**src/rtl/sort_seq_ctrl.sv**
```systemverilog
// Frame sorter: loads N words, selection-style compare-exchange sort in place, drains ascending.
// Latency: out_valid rises N(N-1)/2 edges after the last input word is accepted.
// Backpressure: in_ready only in LOAD; DRAIN holds out_data/out_last while out_ready is low.
module sort_seq_ctrl #(
    parameter int W = 8,
    parameter int N = 5
) (
    input  logic         clk,
    input  logic         rst,
    input  logic         in_valid,
    output logic         in_ready,
    input  logic [W-1:0] in_data,
    output logic         out_valid,
    input  logic         out_ready,
    output logic [W-1:0] out_data,
    output logic         out_last,
    output logic         busy
);

    localparam int KW = (N > 1) ? $clog2(N) : 1;
    localparam logic [KW-1:0] K_LAST = KW'(N - 1);
    localparam logic [KW-1:0] K_PEN  = KW'(N - 2);
    localparam logic [KW-1:0] K_ONE  = KW'(1);

    typedef enum logic [1:0] {
        LOAD  = 2'd0,
        SORT  = 2'd1,
        DRAIN = 2'd2
    } state_t;

    state_t          state_q, state_d;
    logic [KW-1:0]   k_q, k_d;
    logic [KW-1:0]   i_q, i_d;
    logic [KW-1:0]   j_q, j_d;
    logic [W-1:0]    mem_q [N];
    logic [W-1:0]    mem_d [N];

    // State register, counters and storage; reset aborts any frame in flight.
    always_ff @(posedge clk or negedge rst) begin
        if (!rst) begin
            state_q <= LOAD;
            k_q     <= '0;
            i_q     <= K_LAST;
            j_q     <= K_PEN;
            for (int m = 0; m < N; m++) begin
                mem_q[m] <= '0;
            end
        end else begin
            state_q <= state_d;
            k_q     <= k_d;
            i_q     <= i_d;
            j_q     <= j_d;
            for (int m = 0; m < N; m++) begin
                mem_q[m] <= mem_d[m];
            end
        end
    end

    // Next-state: load words, walk compare pairs (i,j) once each, then drain by k.
    always_comb begin
        state_d = state_q;
        k_d     = k_q;
        i_d     = i_q;
        j_d     = j_q;
        for (int m = 0; m < N; m++) begin
            mem_d[m] = mem_q[m];
        end
        case (state_q)
            LOAD: begin
                if (in_valid) begin
                    mem_d[k_q] = in_data;
                    if (k_q == K_LAST) begin
                        k_d     = '0;
                        i_d     = K_LAST;
                        j_d     = K_PEN;
                        state_d = SORT;
                    end else begin
                        k_d = k_q + K_ONE;
                    end
                end
            end
            SORT: begin
                // Strictly-greater test keeps equal values in place.
                if (mem_q[j_q] > mem_q[i_q]) begin
                    mem_d[i_q] = mem_q[j_q];
                    mem_d[j_q] = mem_q[i_q];
                end
                if (j_q == '0) begin
                    if (i_q == K_ONE) begin
                        state_d = DRAIN;
                        k_d     = '0;
                        i_d     = K_LAST;
                        j_d     = K_PEN;
                    end else begin
                        i_d = i_q - K_ONE;
                        j_d = i_d - K_ONE;
                    end
                end else begin
                    j_d = j_q - K_ONE;
                end
            end
            DRAIN: begin
                if (out_ready) begin
                    if (k_q == K_LAST) begin
                        k_d     = '0;
                        state_d = LOAD;
                    end else begin
                        k_d = k_q + K_ONE;
                    end
                end
            end
            default: begin
                state_d = LOAD;
                k_d     = '0;
            end
        endcase
    end

    // Outputs decode directly from registered state, so they are stable under stall.
    always_comb begin
        in_ready  = (state_q == LOAD);
        busy      = (state_q != LOAD);
        out_valid = (state_q == DRAIN);
        out_last  = (state_q == DRAIN) && (k_q == K_LAST);
        out_data  = (state_q == DRAIN) ? mem_q[k_q] : '0;
    end

endmodule

```
**config.mk**
```make
export PLATFORM = sky130hd
export DESIGN_NAME = sort_seq_ctrl
export DESIGN_NICKNAME = d
export VERILOG_FILES = /design/src/rtl/sort_seq_ctrl.sv
export SDC_FILE = /design/constraint.sdc
export NUM_CORES = 1
export LEC_CHECK = 0
export ABC_AREA = 1
export BUFFER_PORTS_ARGS = -buffer_cell sky130_fd_sc_hd__buf_4
export CORE_MARGIN = 2
export CORE_UTILIZATION = 30
export DETAILED_ROUTE_END_ITERATION = 10
export SLEW_MARGIN = 15
export SYNTH_ARGS = -nofsm -noshare
export SYNTH_HDL_FRONTEND = slang
export SYNTH_SLANG_ARGS = --single-unit
```
**constraint.sdc**
```tcl
create_clock -name clk -period 3.34 [get_ports clk]
set_input_delay 0 -clock clk [delete_from_list [all_inputs] [get_ports clk]]
set_output_delay 0 -clock clk [all_outputs]
set_load 0.01 [all_outputs]
```
==> metrics.md, run 1 <==
| Metric | Value |
|---|---|
| Status | completed |
| Syn Area/Cell | 6.16 sq um |
| Pre-CTS WS | 293 ps |
| EDFF count, synth | 0 |
| FF/Latch Area | around 0.0013 sq mm |
| Filler instances | 1781 |
| Crit-path max FO | 17 |
| GRT Total Usage | 0.201 |
| Die area | 0.0173 sq mm |
| Antenna viol nets, final | 0 |
| Final setup violation count | 0 |
| Maxcap violations | 0 |
| Post-CTS sizing | 0 |
| DR pass1 iterations | 6 |
| Met1 usage | 0.299 |
| GRT met3 Usage | 0.0255 |
| Relative slew slack | 0.392 |
| Root Buffer | clkbuf_16 |
| Vias per std cell | 5.29 |
| Core footprint | between 0.015 and 0.02 sq mm |
| Ys flop type | dfrtp_1 |
| Row cnt | 46 |
| Max clock buf depth | 2 |
| CTS tree | yes |
| Crit. End Element | flop |
| Worst-Skew Late Latency | 300 ps |
| WL final | around 17000 um |
| Setup TNS | 0 ps |
| P&R area growth vs syn | 13.1% |
| Post-DR wirelength/cell | approximately 17 um |
| H-tree levels | 2 |
| RSZ-0062 raised after global routing | false |
| FMAX | 329 MHz |
| IO Port Bufs | 23 |
| Mapped Cells | 791 |
| WP data arrival | around 3300 ps |
| DRC violation count after routing | 0 |
| Async SR Flop Fraction | 1.00 |
| Synth unique cells | 42 |
| Die H | 131 um |
| Share of cells above drive strength 1 | 0.121 |
| Synthesized cell area | between 0.004 and 0.005 sq mm |
| Fin crit share | 0.911 |
| Multi-input combinational cell area | 0.00326 sq mm |
| Top Ports | 24 |
| Kind of critical path | flop to flop |
| Fin util | 0.347 |
| Initial Util | 0.307 |
| TritonCTS buffer count | 5 |
| Global route hottest layer | met1 |
| Leakage power | 2.88 nW |
| Initial DRC count | 599 |
| Yosys warns | 0 |
| Tot Pwr | slightly above 5 mW |
| Final Critical Period | ~3000 ps |
| Nets | 844 |
| Die W | 131 um |
| Number of global-route vias before repair | approximately 5000 |
| Dpl hpwl | 12700 um |
| Final hold violation count | 0 |
| # diodes | 0 |
| Hold crit path type | input port to flop |
| Maximum vdd ir drop | 0.000626 V |
| Synthesized flop and latch total | 51 |
| First-pass GRT wire length | 28000 um |
| Worst-path clk slew | 70 ps |
| CP startpoint kind | flop |
| Placer congestion estimate | roughly 0.94 |
| Power density cells | 913 mW/mm^2 |
| Worst EP required | about 3600 ps |
| Initial antenna violation count | 0 |
| Clock Sinks | 51 |
| R2r setup slk | 300 ps |
| Final setup margin | 297 ps |
| Vias | 5469 |
| Largest net degree at the start of global routing | 52 |
| Least-Margin Pin Slew | 908 ps |
| Grt ovf | 0 |
| Final Max Slew Viols | 0 |
| Syn nets | 818 |
| Sequential share of the synthesized area | 0.263 |
| M2 GR Usage | 0.298 |
| Final Skew | 8.31 ps |
## report_power, final
group          total (mW)  switching [mW]  internal (mW)
registers            1.21           0.347          0.867
clock network       0.566           0.246          0.320
logic                3.25            2.38          0.868
## cells in the final DEF (no fill, tap or decap), types with 4 or more instances in the layout
cell,instances
inv_2,8
dfrtp_1,48
a22oi_1,4
nor2_4,7
o21ai_0,93
clkbuf_16,5
nor2_1,41
or2_2,8
clkinv_1,4
a41oi_1,4
a21oi_1,10
nand4_1,39
nand2_1,349
inv_1,34
ha_1,15
buf_4,47
nand3_1,59
## worst paths after layout
check | depth (start not counted) | endpoint | startpoint
max in group asynchronous | 2 | mem_q[38] | rst
min in group asynchronous | 2 | mem_q[17] | rst
hold / removal | 3 | state_q[0] | in_valid
setup / recovery | 15 | mem_q[28] | j_q[2]
hold reg to reg | 2 | mem_q[4] | mem_q[4]
setup reg to reg | 15 | mem_q[28] | j_q[2]
## routing by layer
metal,vias up,part of all wire
li1,2682,-
met4,0,0.023
met3,32,0.096
met1,2459,0.46
met5,-,0
met2,296,0.42
## registers in the layout, indices dropped and copies added, names as in the netlist
signal,cells
j_q,3
i_q,3
mem_q,40
state_q,2
k_q,3
## final cells by class
class	count	share of cell area
Sequential cell	51	0.232
Clock inverter	1	0.00136
Timing Repair Buffer	49	0.0676
Tap cell	216	0.0490
Multi-Input combinational cell	664	0.591
Inverter	46	0.0313
Clock buffer	7	0.0277
## stage by stage
| stage | hold slack, ps | instances | instance area (sq um) |
|---|---|---|---|
| 6_report | 32.0 | 1034 | 5510 |
| 5_1_grt | 54.6 | 1034 | 5510 |
| 4_1_cts | 26.1 | 1033 | 5510 |
| 3_5_place_dp | 90.3 | 1023 | 5330 |
| 3_3_place_gp | 91.0 | 1023 | 5330 |
| 2_1_floorplan | -296 | 791 | 4870 |
## logic make-up (layout without fill, tap and decap cells)
kind of cell               after synthesis  in the layout  synth area share
and+or+nand+nor                        521            521             0.481
AOI/OAI and AO/OA                      126            126             0.145
adders and majority gates               15             15            0.0385
buffers and inverters                   76            103            0.0693
xor gates and xnor gates                 2              2           0.00359
DFF                                     51             51             0.263
## repair_timing
action / 4_1_cts / 5_1_grt
endpoints found under the setup margin: 0 / 8
hold buffers: 2 / 0
buffers inserted: 0 / 1
hold endpoints to repair: 49 / 0
## cells in the mapped netlist (7+ instances only)
cell,instances,share of area
buf_2,8,0.0082
o21ai_0,93,0.095
buf_4,9,0.014
nand2_1,349,0.27
a21oi_1,10,0.010
inv_1,34,0.026
nand3_1,59,0.061
nor2_4,7,0.016
dfrtp_1,48,0.25
nand4_1,39,0.050
nor2_1,41,0.032
inv_2,8,0.0062
or2_2,8,0.010
clkbuf_1,7,0.0054
ha_1,15,0.039
## worst max-delay path, cell delays in order, from the launching register on
cell     delay [ps]
dfrtp_1         570
inv_2           220
nand4_1         120
nand3_1         210
or2_2           350
ha_1            300
nand2_1          70
nor2_1          130
nand2_1          70
nand2_1          50
nand2_1          50
nand2_2         210
nand2_4         180
nor2_4          280
nand2_1          90
nand2_1          70
No activity file was read; power rests on OpenSTA's default activity.
==> run 2, diff against run 1 <==
CORE_MARGIN = 10   (was 2)
==> metrics.md, run 2 (synthesis results as in run 1) <==
| Metric | Value |
|---|---|
| Die area | approximately 0.022 sq mm |
| Worst-path clk slew | 70 ps |
| Largest Register | mem_q |
| Initial Util | 0.307 |
| RSZ-0062 raised after global routing | false |
| Post-CTS sizing | 0 |
| Worst-Skew Late Latency | 310 ps |
| # hold bufs at CTS | 2 |
| Post-DR wirelength/cell | approximately 17 um |
| Crit. End Element | flop |
| Nets | 859 |
| Final Critical Period | 2900 ps |
| Setup Fix Bufs, Post-CTS | 0 |
| Setup TNS | 0 ps |
| Final Max Slew Viols | 0 |
| Largest net degree at the start of global routing | 62 |
| Maxcap violations | 0 |
| Dpl hpwl | 13300 um |
| Number of global-route vias before repair | roughly 5000 |
| Worst hold stages | 3 |
| Relative slew slack | 0.351 |
| Max clock buf depth | 2 |
| Path depth of the worst reg2reg path | 18 |
| Fin crit share | 0.868 |
| GRT Total Usage | 0.164 |
| Leakage power | 2.97 nW |
| Tot Pwr | between 5 and 6 mW |
| Grt ovf | 0 |
| Worst EP required | 3580 ps |
| FMAX | ~340 MHz |
| Final setup violation count | 0 |
| TritonCTS buffer count | 5 |
| DRC violation count after routing | 0 |
| Row cnt | 46 |
| Maximum vdd ir drop | 0.000826 V |
| CTS tree | yes |
| Vias per std cell | 5.32 |
| Clock Sinks | a little over 50 |
| Power density cells | about 930 mW/mm^2 |
| Top Ports | 24 |
| Hold crit path type | input port to flop |
| H-tree levels | 2 |
| Antenna viol nets, final | 0 |
| Die W | 147 um |
| CP startpoint kind | flop |
| Least-Margin Pin Slew | 968 ps |
| Share of cells above drive strength 1 | 0.134 |
| Status | completed |
| P&R area growth vs syn | 15.7% |
| Placer congestion estimate | approximately 0.94 |
| Placed insts | 1039 |
| Final hold violation count | 0 |
| # diodes | 0 |
| DR pass1 iterations | 6 |
| Max reg flops | 40 |
| Fin Hold WS | 17.4 ps |
| Fin util | 0.355 |
| Leading cell types in the layout, fill and taps excluded | nand2_1, o21ai_0, buf_4 |
| WL final | 18300 um |
| Core footprint | roughly 0.016 sq mm |
| Post-route insts no fill | 1049 |
| Most common cell after layout, fill and taps aside | nand2_1 |
| IO Port Bufs | 23 |
| Kind of critical path | flop to flop |
| Crit-path max FO | 12 |
| Final Skew | a little under 10 ps |
| Vias | ~5600 |
| First-pass GRT wire length | between 20000 and 30000 um |
| Initial antenna violation count | 0 |
| Initial DRC count | about 670 |
| WP data arrival | approximately 3100 ps |
| Root Buffer | clkbuf_16 |
| Die H | around 150 um |
run 2: through the flow:
stage | setup WS [ps] | cell area [sq um]
after floorplan | 651 | 4870
after global placement | 547 | 5460
after detailed placement | 485 | 5460
after CTS | 467 | 5640
after global routing | 115 | 5640
final | 440 | 5640
run 2: worst paths after layout:
| path | slack, ps | endpoint | startpoint |
|---|---|---|---|
| hold / removal | 20 | state_q[0] | in_valid |
| min in group asynchronous | 310 | i_q[1] | rst |
| max in group asynchronous | 2580 | mem_q[5] | rst |
| setup reg to reg | 440 | mem_q[8] | j_q[0] |
| hold reg to reg | 490 | mem_q[4] | mem_q[4] |
| setup / recovery | 440 | mem_q[8] | j_q[0] |
run 2: critical path, stage by stage (launching register included):
cell and delay [ps]:
dfstp_2 540, inv_2 110, buf_4 200, nand4_1 90
nand3_1 170, or2_2 320, ha_1 290, nand2_1 50
inv_1 60, nand2_1 50, nand2_1 50, nand2_1 40
nand2_1 50, nand2_1 60, nand2_2 140, nand2_4 140
nor2_4 290, nand2_1 100, nand2_1 70
run 2: per-layer routing:
metal,part of all wire,track usage,vias up
met5,0,0,-
met3,0.093,0.0327,29
met4,0.019,0.0510,0
met1,0.46,0.234,2553
li1,-,-,2717
met2,0.43,0.242,279
run 2: final cells by class:
class / count / area, sq um
clock buffer: 7 / 133
clock inverter: 1 / 30.0
fill: 1796 / 10200
inverter: 46 / 173
multi-input combinational: 664 / 3260
sequential: 51 / 1280
tap: 216 / 270
timing repair buffer: 64 / 498
run 2: power breakdown:
group / total [mW] / switching [mW] / internal [mW]
Sequential: 1.24 / 0.370 / 0.866
Clock: 0.605 / 0.250 / 0.355
Combinational: 3.41 / 2.40 / 1.00
Total: 5.25 / 3.02 / 2.23
==> run 3, diff against run 2 <==
ABC_AREA = 0   (was 1)
CELL_PAD_IN_SITES_DETAIL_PLACEMENT = 0   (was default)
CELL_PAD_IN_SITES_GLOBAL_PLACEMENT = 1   (was default)
PLACE_DENSITY_LB_ADDON = 0.1   (was default)
==> metrics.md, run 3 <==
| Metric | Value |
|---|---|
| Relative slew slack | 0.278 |
| Root Buffer | clkbuf_16 |
| Crit. End Element | flop |
| Initial Util | 0.305 |
| WL final | about 19000 um |
| Least-Margin Pin Slew | 1080 ps |
| IO Port Bufs | 23 |
| Dominant cell type by area after synthesis | dfrtp_1 |
| Max clock buf depth | 2 |
| Synthesized cell area | 0.00460 sq mm |
| Maxcap violations | 0 |
| Nets | 609 |
| Initial antenna violation count | 0 |
| DRC violation count after routing | 0 |
| Top cell family by delay on the critical path | compound AO/OA/AOI/OAI gates |
| Area after DPL | approximately 0.0054 sq mm |
| Die W | ~140 um |
| CP cell instances | buf_6 > mux2i_1 > o21ai_1 > a22oi_1 > inv_1 > ha_4 > nor2b_4 > o211ai_1 > a211oi_4 > o32a_2 > buf_4 > mux2_4 |
| Fin crit share | 0.981 |
| Post-route insts no fill | 771 |
| Placer congestion estimate | 0.890 |
| Post-Layout Inst Area | 0.00579 sq mm |
| Mapped Cells | roughly 500 |
| First-pass GRT wire length | 28100 um |
| Die area | 0.0207 sq mm |
| Number of global-route vias before repair | around 4400 |
| Crit-path max FO | 8 |
| Initial DRC count | 275 |
| Fin util | 0.384 |
| Grt ovf | 0 |
| Yosys warns | 0 |
| Worst-Skew Late Latency | 310 ps |
| Largest stage delay on the critical path | 710 ps |
| Die H | 144 um |
| Commonest cells in the netlist | dfrtp_1, nand2_1, nor2_1 |
| DR pass1 iterations | 5 |
| Filler instances | roughly 1600 |
| Synthesized flop and latch total | 51 |
| Vias | 4525 |
| # diodes | 0 |
| Final Skew | around 8.2 ps |
| Leading cell types in the layout, fill and taps excluded | buf_4, nand2_1, dfrtp_1 |
| Power density cells | 811 mW/mm^2 |
| Ys flop type | dfrtp_1 |
| GRT Total Usage | 0.182 |
| Top Ports | 24 |
| H-tree levels | 2 |
| Vias per std cell | 5.87 |
| Final Critical Period | approximately 3300 ps |
| Most common cell after layout, fill and taps aside | buf_4 |
| Row cnt | 45 |
| Sequential share of the synthesized area | 0.278 |
| P&R area growth vs syn | 25.9% |
| Max reg flops | 40 |
| Fin Hold WS | 66.2 ps |
| CTS tree | yes |
| Top post-synthesis cells by area | dfrtp_1, mux2_2, mux2i_1 |
| Worst-path clk slew | 70 ps |
| Final Max Slew Viols | 0 |
| Kind of critical path | flop to flop |
| Placed insts | 750 |
| FMAX | between 300 and 400 MHz |
| Core footprint | between 0.015 and 0.02 sq mm |
| TritonCTS buffer count | 5 |
| Post-DR wirelength/cell | 24.5 um |
| Hold crit path type | input port to flop |
| Antenna viol nets, final | 0 |
| Status | completed |
| R2r setup slk | 60 ps |
| Final hold violation count | 0 |
| Syn nets | between 500 and 600 |
| Most common cell in the synthesized netlist | dfrtp_1 |
| Dpl hpwl | 13900 um |
| Leakage power | 2.42 nW |
| WP data arrival | 3460 ps |
| FF/Latch Area | ~0.0013 sq mm |
| Final setup margin | 63.4 ps |
| CP startpoint kind | flop |
| Largest Register | mem_q |
| Share of cells above drive strength 1 | 0.343 |
| EDFF count, synth | 0 |
| Maximum vdd ir drop | 0.000302 V |
| Clock Sinks | 51 |
| Synth unique cells | 64 |
| Multi-input combinational cell area | 0.00315 sq mm |
| Tot Pwr | between 4 and 5 mW |
| Final setup violation count | 0 |
| Async SR Flop Fraction | 1.00 |
| Synth top area share | 0.261 |
| Slowest CP cell | dfstp_4 |
| Pre-CTS WS | -198 ps |
| Worst EP required | 3530 ps |
| RSZ-0062 raised after global routing | true |
| Largest net degree at the start of global routing | 52 |
| Setup TNS | 0 ps |
| Syn Area/Cell | 9.14 sq um |
| Buf/Inv on CP | 3 |
## run 3: tightest hold or removal path: cells and delay by family
family	cells	cell delay, ps
AND/OR/NAND/NOR	1	40
multiplexers	1	150
AO/OA/AOI/OAI	1	60
buffers and inverters	1	90
## run 3: metal layers
layer	part of all wire	GRT usage
met5	0	0
met4	0.032	0.0715
met3	0.050	0.0228
met2	0.45	0.276
met1	0.47	0.256
## run 3: repair_timing
| item | 4_1_cts | 5_1_grt |
|---|---|---|
| pin swaps | 1 | 11 |
| hold buffers | 1 | 0 |
| setup endpoints to repair | 40 | 40 |
| endpoints found under the hold margin | 48 | 0 |
| setup buffers | 1 | 11 |
| resized for setup | 3 | 29 |
| cloned | 0 | 0 |
## run 3: logic make-up (layout without fill, tap and decap cells)
| kind of cell | after synthesis | count (layout) | synth area share |
|---|---|---|---|
| flops | 51 | 51 | 0.278 |
| xor+xnor | 2 | 2 | 0.00381 |
| fa+ha+maj | 15 | 15 | 0.0408 |
| buf+inv | 55 | 135 | 0.0631 |
| compound gates | 149 | 149 | 0.260 |
| simple gates | 157 | 157 | 0.175 |
| mux | 74 | 74 | 0.179 |
## run 3: cell type report
| class | instances | area share |
|---|---|---|
| repair buffers | 106 | 0.154 |
| flip-flops and latches | 51 | 0.223 |
| inverters | 21 | 0.0136 |
| clock inverters | 3 | 0.00259 |
| clock buffers | 5 | 0.0216 |
| multi-input cells | 397 | 0.545 |
| well taps | 188 | 0.0406 |
## run 3: where the power goes
group	internal [mW]	leakage (nW)	switching (mW)
Clock	0.275	0.0733	0.257
Combinational	1.39	1.66	1.64
Sequential	0.816	0.683	0.322
## run 3: final timing paths
kind / cells after the start / from / to
worst max-delay path: 12 / j_q[0] / mem_q[11]
worst min-delay path: 4 / in_data[4] / mem_q[20]
worst max register to register: 12 / j_q[0] / mem_q[11]
worst min register to register: 1 / mem_q[27] / mem_q[27]
max in group asynchronous: 2 / rst / j_q[2]
min in group asynchronous: 2 / rst / state_q[1]
